==> config.mk <==
export PLATFORM = sky130hd
export DESIGN_NAME = instr_fetch
export DESIGN_NICKNAME = d
export VERILOG_FILES = /design/src/rtl/instr_fetch.sv
export SDC_FILE = /design/constraint.sdc
export NUM_CORES = 1
export LEC_CHECK = 0
export CAP_MARGIN = 15
export CORE_MARGIN = 2
export CORE_UTILIZATION = 47
export CTS_CLUSTER_DIAMETER = 30
export DETAILED_ROUTE_END_ITERATION = 10
export DONT_BUFFER_PORTS = 1
export PLACE_DENSITY = 0.74
export SYNTH_ARGS = -nofsm -noshare
export SYNTH_HDL_FRONTEND = slang
export SYNTH_SLANG_ARGS = --single-unit
export TNS_END_PERCENT = 5
==> constraint.sdc <==
create_clock -name clk -period 4 [get_ports clk]
set_input_delay 1 -clock clk [delete_from_list [all_inputs] [get_ports clk]]
set_output_delay 1 -clock clk [all_outputs]
set_load 0.005 [all_outputs]
==> src/rtl/instr_fetch.sv <==
// Instruction fetch unit: streams words from a loadable program memory
// until a zero terminator word or the end of memory is reached.
module instr_fetch #(
   parameter int WIDTH = 32,
   parameter int DEPTH = 16,
   parameter int AW    = 4
) (
   input  logic             clk,
   input  logic             rst,
   input  logic             start,
   input  logic             stall,
   input  logic             load_en,
   input  logic [AW-1:0]    load_addr,
   input  logic [WIDTH-1:0] load_data,
   output logic [WIDTH-1:0] instr,
   output logic             instr_valid,
   output logic [AW-1:0]    pc,
   output logic             busy,
   output logic             done,
   output logic [AW:0]      fetch_count
);

   typedef enum logic [1:0] {IDLE, RUN, DONE} state_t;

   state_t           state, state_n;
   logic [WIDTH-1:0] mem [DEPTH];
   logic [WIDTH-1:0] word;
   logic [WIDTH-1:0] instr_n;
   logic             valid_n;
   logic [AW-1:0]    pc_n;
   logic [AW:0]      cnt_n;
   logic             wr_en;

   assign word  = mem[pc];
   // Loading is only allowed while parked; a simultaneous start wins.
   assign wr_en = load_en && !start && (state != RUN);

   always_comb begin
      state_n = state;
      instr_n = instr;
      valid_n = instr_valid;
      pc_n    = pc;
      cnt_n   = fetch_count;
      case (state)
         IDLE, DONE: begin
            instr_n = '0;
            valid_n = 1'b0;
            if (start) begin
               state_n = RUN;
               pc_n    = '0;
               cnt_n   = '0;
            end
         end
         RUN: begin
            if (!stall) begin
               if (word == '0) begin
                  instr_n = '0;
                  valid_n = 1'b0;
                  state_n = DONE;
               end else begin
                  instr_n = word;
                  valid_n = 1'b1;
                  pc_n    = pc + AW'(1);
                  cnt_n   = fetch_count + (AW+1)'(1);
                  // Last word of memory is issued and the run ends on the same edge.
                  if (pc == AW'(DEPTH-1)) state_n = DONE;
               end
            end
         end
         default: state_n = IDLE;
      endcase
   end

   always_ff @(posedge clk) begin
      if (rst) begin
         state       <= IDLE;
         instr       <= '0;
         instr_valid <= 1'b0;
         pc          <= '0;
         fetch_count <= '0;
         busy        <= 1'b0;
         done        <= 1'b0;
      end else begin
         state       <= state_n;
         instr       <= instr_n;
         instr_valid <= valid_n;
         pc          <= pc_n;
         fetch_count <= cnt_n;
         busy        <= (state_n == RUN);
         done        <= (state_n == DONE);
      end
   end

   // Program memory survives reset.
   always_ff @(posedge clk) begin
      if (!rst && wr_en) mem[load_addr] <= load_data;
   end

endmodule

==> results.txt <==
Vias in the first global route = 11800
Final Cycle Share = 92.1%
Worst-path maximum fanout = 31
Post-layout util = 56.6%
Fin area = 25700 um^2
Syn Inst Count = 1082
Tmin final = 3680 ps
Worst Hold Endpoint = instr[4]
Die area = 47800 um^2
Peak supply drop = 338 uV
I/O pin total = 85
Die Y = 219 um
First-pass GRT wire length = 78400 um
Starting Density = 47.7%
Post-synthesis async set-or-reset flop share = 0%
Switch Pwr = 2.89 mW
First-pass DRT Iterations = 5
Final wirelength = 53500 um
CTS max path bufs = 3
Core Area = 45400 um^2
Outcome = complete, no violations
Area grow syn2layout = 18.7%
GR Overflow Total = 0
Worst-Skew Late Latency = 600 ps
Leak = 8.15 nW
CTS tree = yes
Count of different cell masters after synthesis = 52
PwrDens = 544 nW/um^2
Via count = 11500
ANT nets after route = 0
Drt wl/cell = 28.9 um
Required @ worst endpoint = 4460 ps
Int Power = 11.1 mW
Rows = 78
Detailed placement HPWL = 30200 um
Share of cells above drive strength 1 = 28.3%
Mapped Avg Cell Area = 20.0 um^2
PortBufs = 0
Pin count of the biggest net entering global routing = 32
Hold Fails Final Rpt = 0
# H-tree levels = 3
Synthesized cell area = 21600 um^2
CP arrival = 4150 ps
Final setup vio count = 0
R2R cell count = 10
Post-synth net total = 1125
Switching part of the total = 20.7%
Final-stage net count = 1230
Synth area leaders = edfxtp_1 71%, mux4_2 10%, dfxtp_1 4.6%
Post-synth top area share = 71.1%
Hold Crit Class = reg -> reg
Max-cap violations = 0
Cell taking the most area after synthesis = edfxtp_1
Seq/Total Area, Yosys = 75.7%
Fmax = 272 MHz
Multi-input logic area = 5010 um^2
Hold_sp = instr[4]
Clk slew on worst S/H paths = 60 ps
Skew final = 25.2 ps
Yosys Warn Count = 0
Vias per Instance = 6.19
Hold path cells = 2
Setup CP Type = reg -> reg
Fin. max-slew vios = 0
Crit path capture type = flip-flop
Unrepaired setup endpoints after global routing = false
Final Wtd Congestion = 0.838
Yosys reg bits = 562
Post-synth EDFFs = 512
Reg-to-reg endpoint = instr[3]
Slew @ Worst Pin = 1060 ps
Gate power share = 2.4%
Filler Cell Count = 3184
Clock sinks = 562
Reg2reg setup slack = 320 ps
Drt first-iter violations = 1378
Total power draw = 14.0 mW
Ys flop type = edfxtp_1
CTS Buf Count = 84
Seq pwr share = 46.3%
Antenna violations before repair = 1
Die X = 219 um
Inserted Diodes = 0
Clock root buffer = clkbuf_16
All-layer global routing usage = 22.7%
Slew HR = 28.8%
DRC viols = 0
Storage element area = 16400 um^2
Startpoint types = flip-flop
Clock power frac = 51.3%
Post-DP Area = 22800 um^2
-- state kept, by name (all words and copies together), names as in the netlist, named ones only --
signal and count:
mem 512, instr 32, fetch_count 5, pc 4, state 2, busy 1, done 1, instr_valid 1
-- power groups by stage --
stage / sequential (mW) / clock [mW] / combinational [mW]
final: 6.46 / 7.17 / 0.335
after global routing: 6.46 / 7.47 / 0.355
after CTS: 6.47 / 7.24 / 0.325
after detailed placement: 6.58 / 0 / 0.321
after global placement: 6.58 / 0 / 0.317
after floorplan: 6.57 / 0 / 0.251
-- cell families after synthesis --
group                    count (synthesis)  synth area share (%)
AO/OA/AOI/OAI                          123                  4.40
adder cells (fa/ha/maj)                  2                 0.116
buffers and inverters                   57                  1.75
flip-flops                             562                  75.7
multiplexers                           156                  14.1
AND/OR/NAND/NOR                        182                  3.96
-- worst max-delay path, stage by stage, from the launching register on --
cell      delay [ps]
dfxtp_4          460
buf_12           230
nor2_1           830
a221oi_1         290
nor3_1           320
o221ai_1         240
nor3b_1          290
nand4_2          290
o21ai_4          240
buf_12           200
o31ai_1           90
-- metrics by stage --
step	worst slack, ps	std cells	setup TNS [ps]	hold WS (ps)
global route	54.8	1853	0	481
CTS	265	1852	0	465
finish	317	1853	0	474
detailed placement	286	1700	0	471
floorplan	-198	1082	-16500	442
global placement	309	1700	0	464
-- routing by layer --
metal	global-route usage (%)	wire (um)
met1	29.2	20000
met2	37.3	26400
met3	5.04	5250
met4	9.66	1810
met5	0	0
-- worst max path at each step --
| stage | start | endpoint | slack (ps) | cells after the start |
|---|---|---|---|---|
| after floorplan | rst | mem[1][0] | -200 | 5 |
| after global placement | flip-flop | flip-flop | 310 | 8 |
| after detailed placement | flip-flop | instr[3] | 290 | 11 |
| after CTS | flip-flop | instr[3] | 260 | 10 |
| after global routing | flip-flop | pc[0] | 50 | 9 |
| final | flip-flop | instr[3] | 320 | 10 |
-- repair_timing --
| item | in CTS | in global routing |
|---|---|---|
| resized for setup | 0 | 1 |
| buffers inserted | 0 | 1 |
| hold buffers | 0 | 0 |
| setup endpoints to repair | 0 | 26 |
-- synthesized netlist by cell type (9+ instances only) --
library cell and number:
edfxtp_1 512, mux4_2 100, nand2_1 81, dfxtp_1 50
nor2_1 37, mux2i_1 36, a22oi_1 25, clkbuf_1 23
a221oi_1 17, a22o_1 16, mux4_1 14, o31ai_1 13
buf_6 12, nor3_1 12, o21ai_0 10, o21ai_2 10
nor2b_1 9
-- area by class of cell --
cell class              count  area share (%)
flip-flops and latches    562            63.8
clock buffers              94            8.42
inverters                   4          0.0585
clock inverters            58            2.44
repair buffers             72            2.82
well taps                 600            2.92
multi-input cells         463            19.5
-- cells in the final DEF, fill, tap and decap left out, types with 9 or more instances in the layout --
cell	Yosys	layout
mux4_1	14	14
mux4_2	100	100
nor2_4	0	12
nor2_1	37	24
o21ai_2	10	10
o21ai_0	10	10
nand2_1	81	81
a22o_1	16	16
edfxtp_1	512	512
dfxtp_1	50	48
buf_12	4	13
mux2i_1	36	36
clkbuf_16	0	85
a22oi_1	25	25
inv_6	0	12
o31ai_1	13	13
clkinvlp_4	0	16
buf_4	0	58
a221oi_1	17	16
clkbuf_1	23	9
Power figures use the tool's default switching activity.
